`config.mk`:
```
export PLATFORM = sky130hd
export DESIGN_NAME = rr_grant_encoder
export DESIGN_NICKNAME = d
export VERILOG_FILES = /design/src/rtl/rr_grant_encoder.sv
export SDC_FILE = /design/constraint.sdc
export NUM_CORES = 1
export LEC_CHECK = 0
export CORE_UTILIZATION = 30
export CTS_CLUSTER_DIAMETER = 150
export DETAILED_ROUTE_END_ITERATION = 8
export GPL_ROUTABILITY_DRIVEN = 0
export PLACE_DENSITY = 0.61
export SLEW_MARGIN = 20
export SYNTH_ARGS = -nofsm -noshare
export SYNTH_HDL_FRONTEND = slang
export SYNTH_SLANG_ARGS = --single-unit
export TNS_END_PERCENT = 1
```
`constraint.sdc`:
```
create_clock -name clk -period 1.8 [get_ports clk]
set_input_delay 0.18 -clock clk [delete_from_list [all_inputs] [get_ports clk]]
set_output_delay 0.18 -clock clk [all_outputs]
set_load 0.02 [all_outputs]
```
`src/rtl/rr_grant_encoder.sv`:
```
// rr_grant_encoder: 4-requester round-robin arbiter that drives a registered 2-bit
//   grant code into a downstream MSB-first 2-to-4 select decoder (code 00 -> sel[3]).
// Latency: 1 cycle from req to grant_valid. Back-to-back grants have no idle bubble.
// Backpressure: none. The owner holds the grant until it drops req, pulses
//   grant_release, or reaches HOLD_MAX cycles.
// Ports: clk, rst_n (async active-low), req[3:0], grant_release (the owner gives up
//   the grant this cycle), grant_code[1:0], grant_valid, hold_cnt[CNT_W-1:0].
// Optional build macro RR_GRANT_STATS_EN adds grant_total[15:0] (wrapping count of
//   grants issued) and timeout_total[7:0] (saturating count of timeout-only ends).
module rr_grant_encoder #(
  parameter int HOLD_MAX = 15,
  parameter int CNT_W    = 8
) (
  input  logic             clk,
  input  logic             rst_n,
  input  logic [3:0]       req,
  input  logic             grant_release,
  output logic [1:0]       grant_code,
  output logic             grant_valid,
  output logic [CNT_W-1:0] hold_cnt
`ifdef RR_GRANT_STATS_EN
  ,
  output logic [15:0]      grant_total,
  output logic [7:0]       timeout_total
`endif
);

  typedef enum logic {
    IDLE  = 1'b0,
    GRANT = 1'b1
  } state_t;

  localparam logic [CNT_W-1:0] HOLD_LIM = CNT_W'(HOLD_MAX);

  state_t           state_q, state_d;
  logic [1:0]       ptr_q, ptr_d;
  logic [1:0]       grant_code_q, grant_code_d;
  logic             grant_valid_q, grant_valid_d;
  logic [CNT_W-1:0] hold_cnt_q, hold_cnt_d;

  // Returns {found, index}. The loop runs from the lowest priority upward, so the
  // last hit written is the requester closest to ptr in the search order.
  function automatic logic [2:0] rr_pick(input logic [3:0] r, input logic [1:0] p);
    logic [1:0] idx;
    logic [2:0] res;
    res = 3'b000;
    for (int i = 3; i >= 0; i--) begin
      idx = p + 2'(i);
      if (r[idx]) res = {1'b1, idx};
    end
    return res;
  endfunction

  logic       end_drop, end_rel, end_tmo, grant_end;
  logic [1:0] owner_nxt;
  logic [3:0] arb_req;
  logic [2:0] pick;
  logic       new_grant;

  always_comb begin
    end_drop  = !req[grant_code_q];
    end_rel   = grant_release;
    end_tmo   = (hold_cnt_q == HOLD_LIM);
    grant_end = (state_q == GRANT) && (end_drop || end_rel || end_tmo);
    owner_nxt = grant_code_q + 2'd1;

    // A released or timed-out owner sits out the arbitration at its own end edge.
    arb_req = req;
    if ((state_q == GRANT) && (end_rel || end_tmo)) arb_req[grant_code_q] = 1'b0;

    pick = rr_pick(arb_req, (state_q == GRANT) ? owner_nxt : ptr_q);

    state_d       = state_q;
    ptr_d         = ptr_q;
    grant_code_d  = grant_code_q;
    grant_valid_d = grant_valid_q;
    hold_cnt_d    = hold_cnt_q;
    new_grant     = 1'b0;

    if (state_q == IDLE) begin
      if (pick[2]) begin
        new_grant     = 1'b1;
        state_d       = GRANT;
        grant_code_d  = pick[1:0];
        grant_valid_d = 1'b1;
        hold_cnt_d    = CNT_W'(1);
      end else begin
        grant_valid_d = 1'b0;
        hold_cnt_d    = '0;
      end
    end else if (grant_end) begin
      ptr_d = owner_nxt;
      if (pick[2]) begin
        new_grant     = 1'b1;
        grant_code_d  = pick[1:0];
        grant_valid_d = 1'b1;
        hold_cnt_d    = CNT_W'(1);
      end else begin
        state_d       = IDLE;
        grant_valid_d = 1'b0;
        hold_cnt_d    = '0;
      end
    end else if (hold_cnt_q != HOLD_LIM) begin
      hold_cnt_d = hold_cnt_q + CNT_W'(1);
    end
  end

  always_ff @(posedge clk or negedge rst_n) begin
    if (!rst_n) begin
      state_q       <= IDLE;
      ptr_q         <= 2'd0;
      grant_code_q  <= 2'b00;
      grant_valid_q <= 1'b0;
      hold_cnt_q    <= '0;
    end else begin
      state_q       <= state_d;
      ptr_q         <= ptr_d;
      grant_code_q  <= grant_code_d;
      grant_valid_q <= grant_valid_d;
      hold_cnt_q    <= hold_cnt_d;
    end
  end

  assign grant_code  = grant_code_q;
  assign grant_valid = grant_valid_q;
  assign hold_cnt    = hold_cnt_q;

`ifdef RR_GRANT_STATS_EN
  logic [15:0] grant_total_q, grant_total_d;
  logic [7:0]  timeout_total_q, timeout_total_d;

  always_comb begin
    grant_total_d   = grant_total_q + 16'(new_grant);
    timeout_total_d = timeout_total_q;
    // Only ends where the timeout is the sole cause are counted.
    if (grant_end && end_tmo && !end_drop && !end_rel && (timeout_total_q != 8'hFF))
      timeout_total_d = timeout_total_q + 8'd1;
  end

  always_ff @(posedge clk or negedge rst_n) begin
    if (!rst_n) begin
      grant_total_q   <= '0;
      timeout_total_q <= '0;
    end else begin
      grant_total_q   <= grant_total_d;
      timeout_total_q <= timeout_total_d;
    end
  end

  assign grant_total   = grant_total_q;
  assign timeout_total = timeout_total_q;
`else
  logic unused_new_grant;
  assign unused_new_grant = new_grant;
`endif

endmodule

```
==> impl_metrics.py, run 1 <==
metrics = {
    "outcome": {
        "outcome": "completed",
    },
    "critical_path": {
        "worstPathRequired_ps": 1950,
        "r2r_setup_slack_ps": 50,
        "path_class": "reg2reg",
        "crit_chain": "nor4_4 -> buf_4 -> a21oi_2 -> o21a_1 -> o32ai_1 -> o32ai_1",
        "r2r-start": "hold_cnt[7]$_DFFE_PN0P_",
        "cp_top_family": "compound AO/OA/AOI/OAI gates",
        "cp_data_arrival_time_ps": 1900,
        "crit_path_end_kind": "flip-flop",
        "rr_worst_depth": 6,
        "startpoint": "hold_cnt[7]$_DFFE_PN0P_",
        "reg2reg_to": "grant_code[0]$_DFFE_PN0P_",
        "cp-endpoint": "grant_code[0]$_DFFE_PN0P_",
        "startpoint_type": "flip-flop",
        "path_buf_inv": 1,
        "crit_path_max_incr_delay_ps": 440,
        "path_max_fanout": 4,
        "cp_common_cell": "o32ai_1",
        "slowest_stage": "dfrtp_1",
        "cp_num_cells": 6,
    },
    "cts": {
        "cts.sinks": 14,
        "cts-buffers-inserted": 3,
        "clk_pin_slew_ps": 90,
        "ctsRootBufferMaster": "clkbuf_4",
        "clock_path_buffers": 2,
        "htreeDepth": 1,
        "worst_skew_pair.late_latency_ps": 280,
        "cts_tree": "yes",
        "cts_hold_buf": 0,
    },
    "synthesis": {
        "synth-seq-cells": 14,
        "synthFlopType": "dfrtp_1",
        "post_synth.cell_area_avg_um2": 10.0,
        "synth_mux_area_share_pct": 5.83,
        "synth_top_area_share_pct": 37.1,
        "synth_cell_types": 38,
        "synth_compound_area_share_pct": 23.0,
        "synthTopCellsByCount": "14 x dfrtp_1, 11 x nor2_1, 7 x nand2_1",
        "synth_top_family_by_area": "compound AO/OA/AOI/OAI gates",
        "synth_edf_count": 0,
        "ys_warn_count": 0,
        "synth_area_leaders": "dfrtp_1 37%, ha_1 6.6%, nor2_1 4.4%, xnor2_1 3.7%, mux2_2 3.6%",
        "synth_top_cell_by_area": "dfrtp_1",
        "async_reset_ff_share_pct": 100,
        "synth_fa_ha_area_share_pct": 6.62,
        "netlist_instances": 94,
        "synth-xor-area-share_pct": 5.56,
        "synthSimpleGateAreaFrac_pct": 19.3,
        "seq_area_frac_synth_pct": 37.1,
        "synth_fp_nets": 106,
        "yosysMostFrequentCell": "dfrtp_1",
        "syn-cell-area_um2": 945,
    },
    "place": {
        "numPortBuffers": 17,
        "place_hpwl_um": 1800,
        "pre_cts_ws_ps": -74.1,
        "dp.cells": 164,
    },
    "sta": {
        "rsz0062_at_grt": "yes",
        "fin_crit_sh_pct": 97.3,
        "setup_viol": 0,
        "setup_slack_ps": 49.0,
        "fin_skew_ps": 11.7,
        "slew_headroom_pct": 58.2,
        "finalHoldViolCount": 0,
        "slew_viol_final": 0,
        "period_needed_ps": 1750,
        "worst_pin_slew_ps": 625,
        "fmax_ghz": 0.571,
    },
    "final_layout": {
        "nFillCells": 275,
        "multi_input_area_um2": 657,
        "area_growth_pct": 47.6,
        "regArea_um2": 354,
        "final_cell_count_no_fill": 171,
        "drive_above_1_share_pct": 34.1,
        "final_nets": 142,
        "antenna_cells": 0,
    },
    "power_and_ir_drop": {
        "powerDensity_nw_per_um2": 1420,
        "ir_worst_vdd_v": 0.000698,
        "p_leak_nw": 0.558,
    },
    "global_route": {
        "antenna_found_initial": 0,
        "track_usage_pct": 15.2,
        "grt_pass1_vias": 845,
        "overflow": 0,
        "grt_max_degree": 15,
        "grt_pass1_wl_um": 3860,
    },
    "routing": {
        "wirelength_um": 2350,
        "dr.pass1.iters": 4,
        "vias": 851,
        "wl_per_cell_um": 13.7,
        "avgViaCountPerCell": 4.98,
        "drcViolationCount": 0,
        "drt.antenna.violating_nets": 0,
        "drt_iter0_drc": 20,
    },
    "die": {
        "ioPinCount": 18,
        "core_area_um2": 2880,
        "initial_core_util_pct": 32.8,
        "rows": 19,
        "die_height_um": 58.1,
        "fp.dieArea_um2": 3380,
        "die_w_um": 58.1,
    },
    "hold_path": {
        "min_path_type": "in2async",
    },
    "flow_run": {
        "drv_cap": 0,
    },
}
## cell families (layout without fill, tap and decap cells)
family          count (synthesis)  after routing
compound gates                 25             26
xor+xnor                        6              6
fa+ha+maj                       5              5
buf+inv                         5             39
flops                          14             14
mux                             5              5
simple gates                   34             34
## cells in the final DEF (no fill, tap or decap), types with 2 or more instances in the layout
cell type | netlist | routed
mux2_2 | 3 | 2
o32ai_1 | 3 | 3
nor4_4 | 1 | 2
and3_2 | 2 | 2
ha_1 | 5 | 3
nand3_1 | 4 | 4
nand2_1 | 7 | 7
xnor2_1 | 4 | 4
clkbuf_4 | 0 | 3
o21a_1 | 2 | 2
nor2_1 | 11 | 10
inv_1 | 3 | 3
mux2_4 | 0 | 2
o211ai_1 | 3 | 3
a21oi_1 | 2 | 2
dfrtp_1 | 14 | 11
o21ai_2 | 3 | 3
nand2b_1 | 3 | 3
buf_4 | 1 | 15
a21boi_1 | 2 | 2
ha_4 | 0 | 2
clkdlybuf4s50_1 | 0 | 17
xor2_1 | 2 | 2
dfrtp_2 | 0 | 3
## how the worst min path moves through the flow
stage	endpoint	slack [ps]	cells past startpoint
final	hold_cnt[3]$_DFFE_PN0P_	280	1
after global routing	hold_cnt[2]$_DFFE_PN0P_	340	1
after CTS	hold_cnt[3]$_DFFE_PN0P_	300	1
after detailed placement	grant_valid$_DFFE_PN0P_	490	1
after global placement	grant_valid$_DFFE_PN0P_	480	1
after floorplan	grant_code[0]$_DFFE_PN0P_	-120	0
## flip-flops by register name, indices dropped and copies added, names as in the netlist
| register | count |
|---|---|
| hold_cnt | 8 |
| grant_code | 2 |
| ptr_q | 2 |
| grant_valid | 1 |
| state_q | 1 |
## stage by stage
step	instance area, µm²	setup TNS [ps]	utilization, %	hold slack [ps]	total power [W]
floorplan	980	-175	-	-116	0.00117
global placement	1280	-68.9	44.5	478	0.00156
detailed placement	1280	-210	44.5	488	0.00158
CTS	1330	-25.4	46.2	302	0.00183
global route	1390	-136	48.5	336	0.00211
finish	1390	0	48.5	279	0.00197
## metal layers
metal  GRT usage [%]  vias to the layer above  part of all wire [%]
li1                -                      420                     -
met1            19.2                      408                    45
met2            25.5                       21                    51
met3            4.69                        2                   3.9
met4            3.06                        0                  0.34
met5               0                        -                     0
## area by class of cell
| class | instances | area share [%] |
|---|---|---|
| flip-flops and latches | 14 | 25.4 |
| repair buffers | 32 | 20.3 |
| clock buffers | 4 | 2.60 |
| well taps | 42 | 3.77 |
| multi-input cells | 76 | 47.1 |
| inverters | 3 | 0.808 |
## worst register-to-register path: cells and delay by family (launching register included)
| family | cells | cell delay [ps] |
|---|---|---|
| AO/OA/AOI/OAI | 4 | 710 |
| flip-flops | 1 | 440 |
| AND/OR/NAND/NOR | 1 | 280 |
| buffers and inverters | 1 | 190 |
## power breakdown
group | switching [W] | internal [W]
registers | 0.0000929 | 0.000402
clock network | 0.000101 | 0.000123
logic | 0.000592 | 0.000663
## repair_timing
item,4_1_cts,5_1_grt
pin swaps,1,3
cloned,1,0
endpoints found under the setup margin,4,6
gates resized for setup,1,8
buffers inserted,0,2
Power figures use the tool's default switching activity.
==> run 2: changes to the inputs <==
- CORE_ASPECT_RATIO: not set -> 1.2
- PLACE_DENSITY: 0.61 -> 0.59
- clock period: 1.8 -> 1.7 ns (I/O delays scaled with it)
==> run 2 against run 1 <==
- the flow now finishes with violations (setup timing)
- critical path type unchanged
- hold slack lost 98 ps
- clock power fell by 8%
- fmax grew 2.2%
- final area up 9.8%
==> impl_metrics.py, run 2 (synthesized netlist as in run 1, its figures left out) <==
metrics = {
    "place": {
        "numPortBuffers": 17,
        "place_hpwl_um": 1960,
        "place_area_um2": 1350,
    },
    "cts": {
        "cts.sinks": 14,
        "clock_path_buffers": 2,
        "cts_hold_buf": 0,
        "ctsRootBufferMaster": "clkbuf_4",
        "htreeDepth": 1,
        "cts_tree": "yes",
        "clk_pin_slew_ps": 90,
        "cts-buffers-inserted": 3,
        "worst_skew_pair.late_latency_ps": 290,
    },
    "global_route": {
        "overflow": 0,
        "grt_max_degree": 10,
        "antenna_found_initial": 0,
        "grt_pass1_vias": 922,
        "grt_pass1_wl_um": 4070,
        "track_usage_pct": 16.6,
    },
    "routing": {
        "wirelength_um": 2550,
        "met1_length_um": 1090,
        "wl_per_cell_um": 14.7,
        "dr.pass1.iters": 4,
        "drt_iter0_drc": 6,
        "wl_met3_um": 86,
        "vias": 915,
        "drcViolationCount": 0,
        "wl_met2_um": 1350,
        "routed.top_layer": "met4",
        "drt.antenna.violating_nets": 0,
        "avgViaCountPerCell": 5.29,
    },
    "critical_path": {
        "path_buf_inv": 2,
        "cp_data_arrival_time_ps": 1940,
        "cp_common_cell": "buf_6",
        "worstPathRequired_ps": 1930,
        "crit_path_max_incr_delay_ps": 430,
        "startpoint_type": "flip-flop",
        "crit_path_end_kind": "flip-flop",
        "path_max_fanout": 5,
        "path_class": "reg2reg",
        "crit_chain": "ha_4 -> and3_4 -> a21oi_4 -> buf_6 -> o2111ai_4 -> buf_6 -> nor2_2",
        "cp_top_family": "flip-flops",
        "slowest_stage": "dfrtp_2",
    },
    "outcome": {
        "outcome": "complete, but fails checks",
        "violations": "setup timing",
    },
    "sta": {
        "fmax_ghz": 0.584,
        "slew_viol_final": 0,
        "period_needed_ps": 1710,
        "finalHoldViolCount": 0,
        "setup_slack_ps": -12.6,
        "worst_pin_slew_ps": 434,
        "fin_crit_sh_pct": 101,
        "rsz0062_at_grt": "yes",
        "slew_headroom_pct": 71.0,
        "fin_skew_ps": 4.51,
        "setup_viol": 5,
        "tns_ps": -26.9,
    },
    "final_layout": {
        "layout_common_cells": "22 x buf_4, 17 x clkdlybuf4s50_1, 11 x dfrtp_1, 7 x nand2_1",
        "design_area_um2": 1530,
        "antenna_cells": 0,
        "area_growth_pct": 62.0,
        "final_common_cell": "buf_4",
        "final_nets": 152,
        "drive_above_1_share_pct": 44.6,
        "largest_reg_flops": 8,
    },
    "power_and_ir_drop": {
        "power.total_w": 0.00219,
        "p_leak_nw": 0.612,
        "ir_worst_vdd_v": 0.00106,
        "powerDensity_nw_per_um2": 1430,
    },
    "flow_run": {
        "drv_cap": 0,
    },
    "hold_path": {
        "min_path_type": "in2async",
    },
    "die": {
        "core_area_um2": 2890,
        "fp.dieArea_um2": 3380,
        "initial_core_util_pct": 32.7,
        "ioPinCount": 18,
        "die_w_um": 53.2,
        "rows": 21,
        "die_height_um": 63.5,
    },
}
[run 2: timing repair]
action | in CTS | in global routing
resized for setup | 2 | 25
buffers inserted | 0 | 2
gates cloned | 0 | 1
endpoints found under the setup margin | 13 | 13
pin swaps | 2 | 14
[run 2: path summary, 6_finish.rpt]
path,start,to,slack (ps),cells past startpoint
max,hold_cnt[0]$_DFFE_PN0P_,hold_cnt[4]$_DFFE_PN0P_,-10,7
max reg2reg,hold_cnt[0]$_DFFE_PN0P_,hold_cnt[4]$_DFFE_PN0P_,-10,7
min,rst_n,hold_cnt[2]$_DFFE_PN0P_,180,1
min reg2reg,grant_valid$_DFFE_PN0P_,grant_valid$_DFFE_PN0P_,490,1
min in group clk,grant_valid$_DFFE_PN0P_,grant_valid$_DFFE_PN0P_,490,1
max in group asynchronous,rst_n,ptr_q[0]$_DFFE_PN0P_,1070,2
[run 2: layout make-up]
type,count,area [µm²]
timing repair buffer,42,369
clock buffer,4,26.3
tap,34,42.5
sequential,14,354
multi-input combinational,76,727
fill,258,1360
inverter,3,11.3
[run 2: metrics by stage]
step                      utilization [%]  hold slack (ps)  instances  worst slack, ps
after global placement               46.6              481        166             -114
after detailed placement             46.6              492        166             -114
after global routing                 52.9              189        173            -92.7
final                                52.9              181        173            -12.6
after floorplan                         -             -126         94             -161
after CTS                            47.8              184        170             -108
[run 2: report_power, final]
group | switching [W] | leakage (nW) | internal (W)
Combinational | 0.000704 | 0.427 | 0.000769
Sequential | 0.0000891 | 0.170 | 0.000426
Clock | 0.000116 | 0.0150 | 0.0000912
[run 2: per-layer routing]
| layer | track usage, % | vias up |
|---|---|---|
| li1 | - | 440 |
| met1 | 20.3 | 447 |
| met2 | 26.9 | 24 |
| met3 | 3.14 | 4 |
| met4 | 7.89 | 0 |
| met5 | 0 | - |
